File: src/rtl/store_commit_queue_if.sv
// Store-unit / commit / memory-write signal bundle for store_commit_queue.
interface store_commit_queue_if #(
   parameter int unsigned PLEN = 34,
   parameter int unsigned XLEN = 32
);
   logic                flush_i;
   logic                valid_i;
   logic [PLEN-1:0]     paddr_i;
   logic [XLEN-1:0]     data_i;
   logic [XLEN/8-1:0]   be_i;
   logic                ready_o;
   logic                commit_i;
   logic                commit_ready_o;
   logic                req_o;
   logic [PLEN-1:0]     req_addr_o;
   logic [XLEN-1:0]     req_data_o;
   logic [XLEN/8-1:0]   req_be_o;
   logic                gnt_i;
   logic                no_st_pending_o;
   logic [11:0]         page_offset_i;
   logic                page_offset_matches_o;

   modport slave (
      input  flush_i, valid_i, paddr_i, data_i, be_i, commit_i, gnt_i, page_offset_i,
      output ready_o, commit_ready_o, req_o, req_addr_o, req_data_o, req_be_o,
             no_st_pending_o, page_offset_matches_o
   );

   modport master (
      output flush_i, valid_i, paddr_i, data_i, be_i, commit_i, gnt_i, page_offset_i,
      input  ready_o, commit_ready_o, req_o, req_addr_o, req_data_o, req_be_o,
             no_st_pending_o, page_offset_matches_o
   );
endinterface

File: src/rtl/store_commit_queue.sv
// Two-stage store buffer: speculative FIFO feeding a committed FIFO that drains to memory.
// Define STORE_COMMIT_QUEUE_FWD_EN to enable the load page-offset hazard comparators.
module store_commit_queue #(
   parameter int unsigned SPEC_DEPTH   = 4,
   parameter int unsigned COMMIT_DEPTH = 8,
   parameter int unsigned PLEN         = 34,
   parameter int unsigned XLEN         = 32
) (
   input  logic                 clk_i,
   input  logic                 rst_ni,
   store_commit_queue_if.slave  bus
);
   localparam int unsigned SAW = $clog2(SPEC_DEPTH);
   localparam int unsigned CAW = $clog2(COMMIT_DEPTH);
   localparam logic [SAW:0] SPEC_FULL   = (SAW+1)'(SPEC_DEPTH);
   localparam logic [CAW:0] COMMIT_FULL = (CAW+1)'(COMMIT_DEPTH);

   typedef struct packed {
      logic [PLEN-1:0]   paddr;
      logic [XLEN-1:0]   data;
      logic [XLEN/8-1:0] be;
   } st_entry_t;

   st_entry_t spec_mem_q   [SPEC_DEPTH];
   st_entry_t commit_mem_q [COMMIT_DEPTH];

   logic [SAW-1:0] spec_wptr_q, spec_wptr_d, spec_rptr_q, spec_rptr_d;
   logic [SAW:0]   spec_cnt_q, spec_cnt_d;
   logic [CAW-1:0] commit_wptr_q, commit_wptr_d, commit_rptr_q, commit_rptr_d;
   logic [CAW:0]   commit_cnt_q, commit_cnt_d;

   logic push, commit, pop;

   assign bus.ready_o         = (spec_cnt_q != SPEC_FULL);
   assign bus.commit_ready_o  = (commit_cnt_q != COMMIT_FULL);
   assign bus.req_o           = (commit_cnt_q != '0);
   assign bus.req_addr_o      = commit_mem_q[commit_rptr_q].paddr;
   assign bus.req_data_o      = commit_mem_q[commit_rptr_q].data;
   assign bus.req_be_o        = commit_mem_q[commit_rptr_q].be;
   assign bus.no_st_pending_o = (spec_cnt_q == '0) && (commit_cnt_q == '0);

   assign push   = bus.valid_i && bus.ready_o && !bus.flush_i;
   assign commit = bus.commit_i && (spec_cnt_q != '0) && bus.commit_ready_o;
   assign pop    = bus.req_o && bus.gnt_i;

   always_comb begin
      spec_wptr_d   = spec_wptr_q;
      spec_rptr_d   = spec_rptr_q;
      spec_cnt_d    = spec_cnt_q;
      commit_wptr_d = commit_wptr_q;
      commit_rptr_d = commit_rptr_q;
      commit_cnt_d  = commit_cnt_q;

      if (push)   spec_wptr_d = spec_wptr_q + SAW'(1);
      if (commit) spec_rptr_d = spec_rptr_q + SAW'(1);
      case ({push, commit})
         2'b10:   spec_cnt_d = spec_cnt_q + (SAW+1)'(1);
         2'b01:   spec_cnt_d = spec_cnt_q - (SAW+1)'(1);
         default: spec_cnt_d = spec_cnt_q;
      endcase
      // Flush wins over the spec-side update; the committing entry was already read out.
      if (bus.flush_i) begin
         spec_wptr_d = '0;
         spec_rptr_d = '0;
         spec_cnt_d  = '0;
      end

      if (commit) commit_wptr_d = commit_wptr_q + CAW'(1);
      if (pop)    commit_rptr_d = commit_rptr_q + CAW'(1);
      case ({commit, pop})
         2'b10:   commit_cnt_d = commit_cnt_q + (CAW+1)'(1);
         2'b01:   commit_cnt_d = commit_cnt_q - (CAW+1)'(1);
         default: commit_cnt_d = commit_cnt_q;
      endcase
   end

   always_ff @(posedge clk_i or negedge rst_ni) begin
      if (!rst_ni) begin
         spec_wptr_q   <= '0;
         spec_rptr_q   <= '0;
         spec_cnt_q    <= '0;
         commit_wptr_q <= '0;
         commit_rptr_q <= '0;
         commit_cnt_q  <= '0;
      end else begin
         spec_wptr_q   <= spec_wptr_d;
         spec_rptr_q   <= spec_rptr_d;
         spec_cnt_q    <= spec_cnt_d;
         commit_wptr_q <= commit_wptr_d;
         commit_rptr_q <= commit_rptr_d;
         commit_cnt_q  <= commit_cnt_d;
      end
   end

   // Entry storage carries no reset; validity comes solely from the counts.
   always_ff @(posedge clk_i) begin
      if (push)   spec_mem_q[spec_wptr_q]     <= '{paddr: bus.paddr_i, data: bus.data_i, be: bus.be_i};
      if (commit) commit_mem_q[commit_wptr_q] <= spec_mem_q[spec_rptr_q];
   end

`ifdef STORE_COMMIT_QUEUE_FWD_EN
   logic           match;
   logic [SAW-1:0] s_off;
   logic [CAW-1:0] c_off;

   always_comb begin
      match = 1'b0;
      s_off = '0;
      c_off = '0;
      for (int i = 0; i < SPEC_DEPTH; i++) begin
         s_off = SAW'(i) - spec_rptr_q;
         if (({1'b0, s_off} < spec_cnt_q) &&
             (spec_mem_q[i].paddr[11:3] == bus.page_offset_i[11:3]))
            match = 1'b1;
      end
      for (int i = 0; i < COMMIT_DEPTH; i++) begin
         c_off = CAW'(i) - commit_rptr_q;
         if (({1'b0, c_off} < commit_cnt_q) &&
             (commit_mem_q[i].paddr[11:3] == bus.page_offset_i[11:3]))
            match = 1'b1;
      end
   end

   assign bus.page_offset_matches_o = match;
`else
   assign bus.page_offset_matches_o = 1'b0;
`endif

endmodule

File: src/flat_wrapper.sv
// flat-port wrapper written by rule: the top's interface ports become plain ports
module store_commit_queue_flat 
#(
   parameter int unsigned SPEC_DEPTH   = 4,
   parameter int unsigned COMMIT_DEPTH = 8,
   parameter int unsigned PLEN         = 34,
   parameter int unsigned XLEN         = 32
)
  (clk_i, rst_ni, bus_flush_i, bus_valid_i, bus_paddr_i, bus_data_i, bus_be_i, bus_commit_i, bus_gnt_i, bus_page_offset_i, bus_ready_o, bus_commit_ready_o, bus_req_o, bus_req_addr_o, bus_req_data_o, bus_req_be_o, bus_no_st_pending_o, bus_page_offset_matches_o);
  store_commit_queue_if #(.PLEN(PLEN), .XLEN(XLEN)) bus_i ();
  input  logic clk_i;
  input  logic rst_ni;
  input wire logic [$bits(bus_i.flush_i)-1:0] bus_flush_i;
  input wire logic [$bits(bus_i.valid_i)-1:0] bus_valid_i;
  input wire logic [$bits(bus_i.paddr_i)-1:0] bus_paddr_i;
  input wire logic [$bits(bus_i.data_i)-1:0] bus_data_i;
  input wire logic [$bits(bus_i.be_i)-1:0] bus_be_i;
  input wire logic [$bits(bus_i.commit_i)-1:0] bus_commit_i;
  input wire logic [$bits(bus_i.gnt_i)-1:0] bus_gnt_i;
  input wire logic [$bits(bus_i.page_offset_i)-1:0] bus_page_offset_i;
  output wire logic [$bits(bus_i.ready_o)-1:0] bus_ready_o;
  output wire logic [$bits(bus_i.commit_ready_o)-1:0] bus_commit_ready_o;
  output wire logic [$bits(bus_i.req_o)-1:0] bus_req_o;
  output wire logic [$bits(bus_i.req_addr_o)-1:0] bus_req_addr_o;
  output wire logic [$bits(bus_i.req_data_o)-1:0] bus_req_data_o;
  output wire logic [$bits(bus_i.req_be_o)-1:0] bus_req_be_o;
  output wire logic [$bits(bus_i.no_st_pending_o)-1:0] bus_no_st_pending_o;
  output wire logic [$bits(bus_i.page_offset_matches_o)-1:0] bus_page_offset_matches_o;
  assign bus_i.flush_i = bus_flush_i;
  assign bus_i.valid_i = bus_valid_i;
  assign bus_i.paddr_i = bus_paddr_i;
  assign bus_i.data_i = bus_data_i;
  assign bus_i.be_i = bus_be_i;
  assign bus_i.commit_i = bus_commit_i;
  assign bus_i.gnt_i = bus_gnt_i;
  assign bus_i.page_offset_i = bus_page_offset_i;
  assign bus_ready_o = bus_i.ready_o;
  assign bus_commit_ready_o = bus_i.commit_ready_o;
  assign bus_req_o = bus_i.req_o;
  assign bus_req_addr_o = bus_i.req_addr_o;
  assign bus_req_data_o = bus_i.req_data_o;
  assign bus_req_be_o = bus_i.req_be_o;
  assign bus_no_st_pending_o = bus_i.no_st_pending_o;
  assign bus_page_offset_matches_o = bus_i.page_offset_matches_o;
  store_commit_queue #(.SPEC_DEPTH(SPEC_DEPTH), .COMMIT_DEPTH(COMMIT_DEPTH), .PLEN(PLEN), .XLEN(XLEN)) u_core (.clk_i(clk_i), .rst_ni(rst_ni), .bus(bus_i));
endmodule
File: config.mk
export PLATFORM = sky130hd
export DESIGN_NAME = store_commit_queue_flat
export DESIGN_NICKNAME = d
export VERILOG_FILES = /design/src/rtl/store_commit_queue_if.sv /design/src/rtl/store_commit_queue.sv /design/src/flat_wrapper.sv
export SDC_FILE = /design/constraint.sdc
export NUM_CORES = 1
export LEC_CHECK = 0
export CAP_MARGIN = 40
export CORE_AREA = 2 2 167 333
export DETAILED_ROUTE_END_ITERATION = 12
export DIE_AREA = 0 0 169 335
export GPL_TIMING_DRIVEN = 0
export PLACE_DENSITY = 0.81
export SLEW_MARGIN = 20
export SYNTH_ARGS = -nofsm -noshare
export SYNTH_HDL_FRONTEND = slang
export SYNTH_SLANG_ARGS = --single-unit
File: constraint.sdc
create_clock -name clk_i -period 9.75 [get_ports clk_i]
set_clock_uncertainty 0.1 [all_clocks]
set_input_delay 1.95 -clock clk_i [delete_from_list [all_inputs] [get_ports clk_i]]
set_output_delay 1.95 -clock clk_i [all_outputs]
set_load 0.01 [all_outputs]
## Word level (Yosys, flattened, before mapping)

Memory sizes are Yosys's and may differ from the RTL's.
Cells that the tools add are included.

| word-level totals | value |
|---|---|
| RAM bits | 840 |
| bits in read-only memories | 0 |
| output and inout bits | 75 |
| logic and storage cells | 48 |
| bits in latches | 0 |
| memories kept | 2 |
| input bits | 88 |
| register bits after elaboration | 17 |

| cells by class | value |
|---|---|
| magnitude comparators | 0 |
| bitwise gates (word level) | 0 |
| multipliers | 0 |
| reduce and logical (&&, ||, !) cells | 15 |
| divide/modulo/power cells | 0 |
| multiplexer cells | 11 |
| shift-type cells | 0 |
| $add $sub $neg | 8 |
| eq/ne operators | 6 |

Memories:

| name | words | bits a word | rd ports | clocked after Yosys merged registers in | write ports | RTL line | text |
|---|---|---|---|---|---|---|---|
| u_core.commit_mem_q | 8 | 70 | 1 | 0 | 1 | store_commit_queue.sv:25 | `st_entry_t commit_mem_q [COMMIT_DEPTH];` |
| u_core.spec_mem_q | 4 | 70 | 1 | 0 | 1 | store_commit_queue.sv:24 | `st_entry_t spec_mem_q [SPEC_DEPTH];` |

Operators by type and width:

| kind | number |
|---|---|
| 3-bit by 1-bit adder with 3-bit output (second input constant) | 3 |
| 2-bit two-way mux | 4 |
| 4-bit one-hot mux with 2 select lines | 1 |
| 1-bit logical AND | 6 |
| 3-bit one-hot mux with 2 select lines | 1 |
| 2-bit nonzero test | 3 |
| 3-bit nonzero test | 2 |
| 2-bit by 1-bit adder with 2-bit output (second input constant) | 2 |
| 4-bit by 1-bit adder with 4-bit output (second input constant) | 1 |
| 2-bit by 1-bit == test with 1-bit output (second input constant) | 2 |
| 2-bit == test (second input constant) | 2 |
| 4-bit logical NOT | 1 |
| 1-bit two-way mux | 4 |
| 4-bit inequality test (second input constant) | 1 |
| 4-bit nonzero test | 1 |
| 4-bit by 1-bit subtractor with 4-bit output (second input constant) | 1 |
| 3-bit logical NOT | 1 |
| 3-bit two-way mux | 1 |
| 3-bit inequality test (second input constant) | 1 |
| 3-bit by 1-bit subtractor with 3-bit output (second input constant) | 1 |
| 1-bit logical NOT | 1 |

## Depth between registers and ports, before layout

| logic depth | value |
|---|---|
| depth after elaboration | 6 |
| gate-level depth with buffers | 10 |
| mapped depth without buffers | 10 |

## Worst setup path before layout

No wires, ideal clock.

| timing | value |
|---|---|
| path kind | in2reg |
| from | input bus_commit_i |
| to | memory u_core.commit_mem_q[0][0] (netlist name), enable pin |
| cell stages on the path | 2 |
| required time | 8.976 ns |
| arrival time | 8.934 ns |
| setup time | 0.674 ns |
| setup slack | 0.042 ns |
| buffers on the path | 0 |
| cell sequence | nand3_1 > nor4_1 |

| between the ends | value |
|---|---|
| cells in the longest elaborated chain, start to end | 4 |

Ends and longest elaborated chain:

| element | RTL line | text |
|---|---|---|
| from (decl) | flat_wrapper.sv:18 | `input wire logic [$bits(bus_i.commit_i)-1:0] bus_commit_i;` |
| 1-bit logical AND (2 in series) | store_commit_queue.sv:43 | `assign commit = bus.commit_i && (spec_cnt_q != '0) && bus.commit_ready_o;` |
| 1-bit two-way mux | store_commit_queue.sv:98 | `if (commit) commit_mem_q[commit_wptr_q] <= spec_mem_q[spec_rptr_q];` |
| 1-bit two-way mux (implied by the code) | store_commit_queue.sv:98 |  |
| to (decl) | store_commit_queue.sv:25 |  |

Every way passes these cells.

## Final worst setup path

| timing | value |
|---|---|
| from | register u_core.commit_rptr_q[1] |
| to | output bus_req_addr_o[20] |

| between the ends | value |
|---|---|
| cells in the longest elaborated chain, start to end | 1 |

Ends and longest elaborated chain:

| element | RTL line | text |
|---|---|---|
| from (decl) | store_commit_queue.sv:29 | `logic [CAW-1:0] commit_wptr_q, commit_wptr_d, commit_rptr_q, commit_rptr_d;` |
| from (signal assigned) | store_commit_queue.sv:90 | `commit_rptr_q <= commit_rptr_d;` |
| memory 8 x 70 bit | - |  |
| to (decl) | flat_wrapper.sv:24 | `output wire logic [$bits(bus_i.req_addr_o)-1:0] bus_req_addr_o;` |

Every way passes these cells.

==> results_dict.tcl <==
set metrics [dict create \
    status "complete, no violations" \
    vias 15100 \
    routed_wl_um 73500 \
    clock_sinks 857 \
    crit_path_end "bus_req_addr_o[20]" \
    cts_root_buf "clkbuf_16" \
    ys_seq_elements 857 \
    holdWs_ns 0.411 \
    crit_fanout 10 \
    power.switching_uw 2820 \
    die_area_sq_um 56600 \
    dieHeight_um 335 \
    clkTransAtPathRegs_ns 0.07 \
    synth_top_area_share 0.785 \
    maxCapViolCount 0 \
    ys_seq_area_frac 0.798 \
    antenna_found_initial 8 \
    intPower_uw 7390 \
    io_pins 163 \
    finalNetCount 1697 \
    cts_made_buffers 68 \
    area_growth_pct 17.3 \
    leakagePower_uw 0.0120 \
    synth-edff-count 840 \
    grt_overflow 0 \
    r2r-start "u_core.commit_cnt_q[0]$_DFFE_PN0P_" \
    hp-start "u_core.commit_cnt_q[3]$_DFFE_PN0P_" \
    crit_type "reg2out" \
    synth-main-ff-cell "edfxtp_1" \
    required_ns 7.70 \
    fill_cells 3042 \
    syn_nets 1395 \
    powerDensity_nw_per_um2 271 \
    r2r_slack_ns 6.37 \
    setup_ws_ns 3.64 \
    ys_types 43 \
    die_w_um 169 \
    min_period_over_period 0.627 \
    start_util 0.593 \
    netlist_instances 1297 \
    numPortBuffers 147 \
    post-cts-setup-buffers 0 \
    grt_max_degree 39 \
    routed_via_density 6.46 \
    cts_tree "built" \
    cts_buffer_depth 3 \
    p_seq_frac 0.441 \
    cts_htree_levels 3 \
    drt_iter0_markers 1612 \
    period_needed_ns 6.11 \
    hold_violations 0 \
    rr_endpoint "u_core.commit_mem_q[4][47]$_DFFE_PP_" \
    pre_cts_ws_ns 4.11 \
    syn_area_sq_um 32100 \
    cts_hold_buf 0 \
    core_sq_um 54200 \
    final-max-slew-violation-count 0 \
    rsz0062_at_grt "no" \
    worstPathArrival_ns 4.06 \
    post_cts_resize_count 0 \
    slew_headroom 0.387 \
    worst_slew_pin_slew_ns 0.920 \
    yosys_warnings 0 \
    r2r_cells 10 \
    p_sw_frac 0.276 \
    hold_path_class "reg2reg" \
    netlist_top_cells_count "840 x edfxtp_1, 210 x mux4_2, 73 x mux2_2" \
    gp_congestion 0.758 \
    grt_first_pass_wirelength_um 106000 \
    avgSynthCellArea_sq_um 24.8 \
    wl_per_cell_um 31.5 \
    async_reset_ff_frac 0.0198 \
    postRouteAntennaNets 0 \
    firstDrtPassIters 5 \
    fmax_mhz 164 \
    drive_above_1_share 0.308 \
    yosysMostFrequentCell "edfxtp_1" \
    setup_viol 0 \
    hpwlAfterDp_um 44800 \
    worstSetupStartpointType "flip-flop" \
    combPwrFrac 0.286 \
    clk_latency_ns 0.61 \
    pwr-share-clk 0.273 \
    synth.area.top_cells "edfxtp_1 79%, mux4_2 15%, mux2_2 2.6%" \
    grt_usage 0.264 \
    rows 121 \
    grt_pass1_vias 15900 \
    irDropWorstVdd_uv 192 \
    drc_errors 0 \
    critPathLaunch "u_core.commit_rptr_q[1]$_DFFE_PN0P_" \
    yosys.area.top_type "edfxtp_1" \
    endpoint_kind "output pin" \
]
-- sequential cells by signal, summed over array words and instances (netlist names) --
name / cells
u_core.commit_mem_q: 560
u_core.spec_mem_q: 280
u_core.spec_rptr_q: 2
u_core.spec_wptr_q: 2
u_core.commit_cnt_q: 4
u_core.spec_cnt_q: 3
u_core.commit_wptr_q: 3
u_core.commit_rptr_q: 3
-- per-layer routing --
layer / global-route usage / wire (um) / vias up
met5: 0 / 40 / -
met4: 0.109 / 2690 / 6
met3: 0.0447 / 5260 / 159
met2: 0.471 / 40400 / 797
met1: 0.320 / 25000 / 7970
li1: - / - / 6135
-- logic make-up (layout without fill, tap and decap cells) --
family	after synthesis	in the layout	synth area share
other	1	7	0.000117
buffers and inverters	66	420	0.00888
XOR/XNOR	13	13	0.00354
adder cells (fa/ha/maj)	10	10	0.00413
AND/OR/NAND/NOR	52	52	0.00865
AO/OA/AOI/OAI	15	15	0.00354
flip-flops	857	857	0.798
multiplexers	283	283	0.173
-- cells in the final DEF (no fill, tap or decap), drive strengths merged, types with 2 or more instances in the layout --
| master | count |
|---|---|
| dfrtp | 17 |
| bufinv | 6 |
| clkdlybuf4s50 | 147 |
| mux2 | 73 |
| nand2 | 5 |
| clkbuf | 120 |
| nor4 | 2 |
| inv | 4 |
| ha | 9 |
| a21oi | 4 |
| nor2 | 14 |
| xnor2 | 7 |
| and2 | 5 |
| nor3 | 5 |
| diode | 6 |
| nand2b | 4 |
| buf | 105 |
| a211oi | 3 |
| xor2 | 6 |
| clkinvlp | 5 |
| mux4 | 210 |
| nand3 | 6 |
| edfxtp | 840 |
| nand4 | 2 |
| clkinv | 33 |
| a2111oi | 2 |
-- area by class of cell --
| cell class | instances | area, sq um | share of cell area |
|---|---|---|---|
| clock inverter | 44 | 373 | 0.00989 |
| sequential | 857 | 25600 | 0.680 |
| clock buffer | 78 | 1850 | 0.0490 |
| multi-input combinational | 374 | 6250 | 0.166 |
| tap | 676 | 846 | 0.0224 |
| inverter | 4 | 15.0 | 0.000398 |
| antenna | 6 | 15.0 | 0.000398 |
| buffer | 62 | 270 | 0.00717 |
| timing repair buffer | 232 | 2430 | 0.0645 |
-- power by group through the flow --
stage / Combinational [uW] / Clock, uW / Sequential [uW]
after floorplan: 1680 / 0 / 4560
after global placement: 2720 / 0 / 4610
after detailed placement: 2880 / 0 / 4570
after CTS: 2940 / 2810 / 4500
after global routing: 3090 / 2930 / 4510
final: 2920 / 2790 / 4500
-- stage by stage --
step           TNS [ns]  power (uW)   util  cell area, sq um  cells
2_1_floorplan         0        6240      -             32100   1297
3_3_place_gp   -1740.20        7330  0.636             34400   2120
3_5_place_dp          0        7450  0.653             35400   2201
4_1_cts               0       10300  0.694             37600   2323
5_1_grt               0       10500  0.695             37700   2331
6_report              0       10200  0.696             37700   2333
-- critical path, stage by stage (launching register included) --
cell             delay [ns]
dfrtp_1                0.38
clkbuf_1               0.51
clkbuf_1               0.43
buf_8                  0.22
clkbuf_1               0.64
mux4_2                 0.48
mux2_2                 0.32
clkdlybuf4s50_1        0.48
-- how the worst min path moves through the flow --
stage                     slack, ns                                  to  cells after the start
after global routing           0.43  u_core.commit_cnt_q[3]$_DFFE_PN0P_                      1
final                          0.41  u_core.commit_cnt_q[3]$_DFFE_PN0P_                      1
after detailed placement       0.40  u_core.commit_cnt_q[3]$_DFFE_PN0P_                      1
after CTS                      0.41  u_core.commit_cnt_q[3]$_DFFE_PN0P_                      1
after floorplan                0.35  u_core.commit_cnt_q[3]$_DFFE_PN0P_                      1
after global placement         0.37  u_core.commit_cnt_q[3]$_DFFE_PN0P_                      1
No activity file was read; power rests on OpenSTA's default activity.
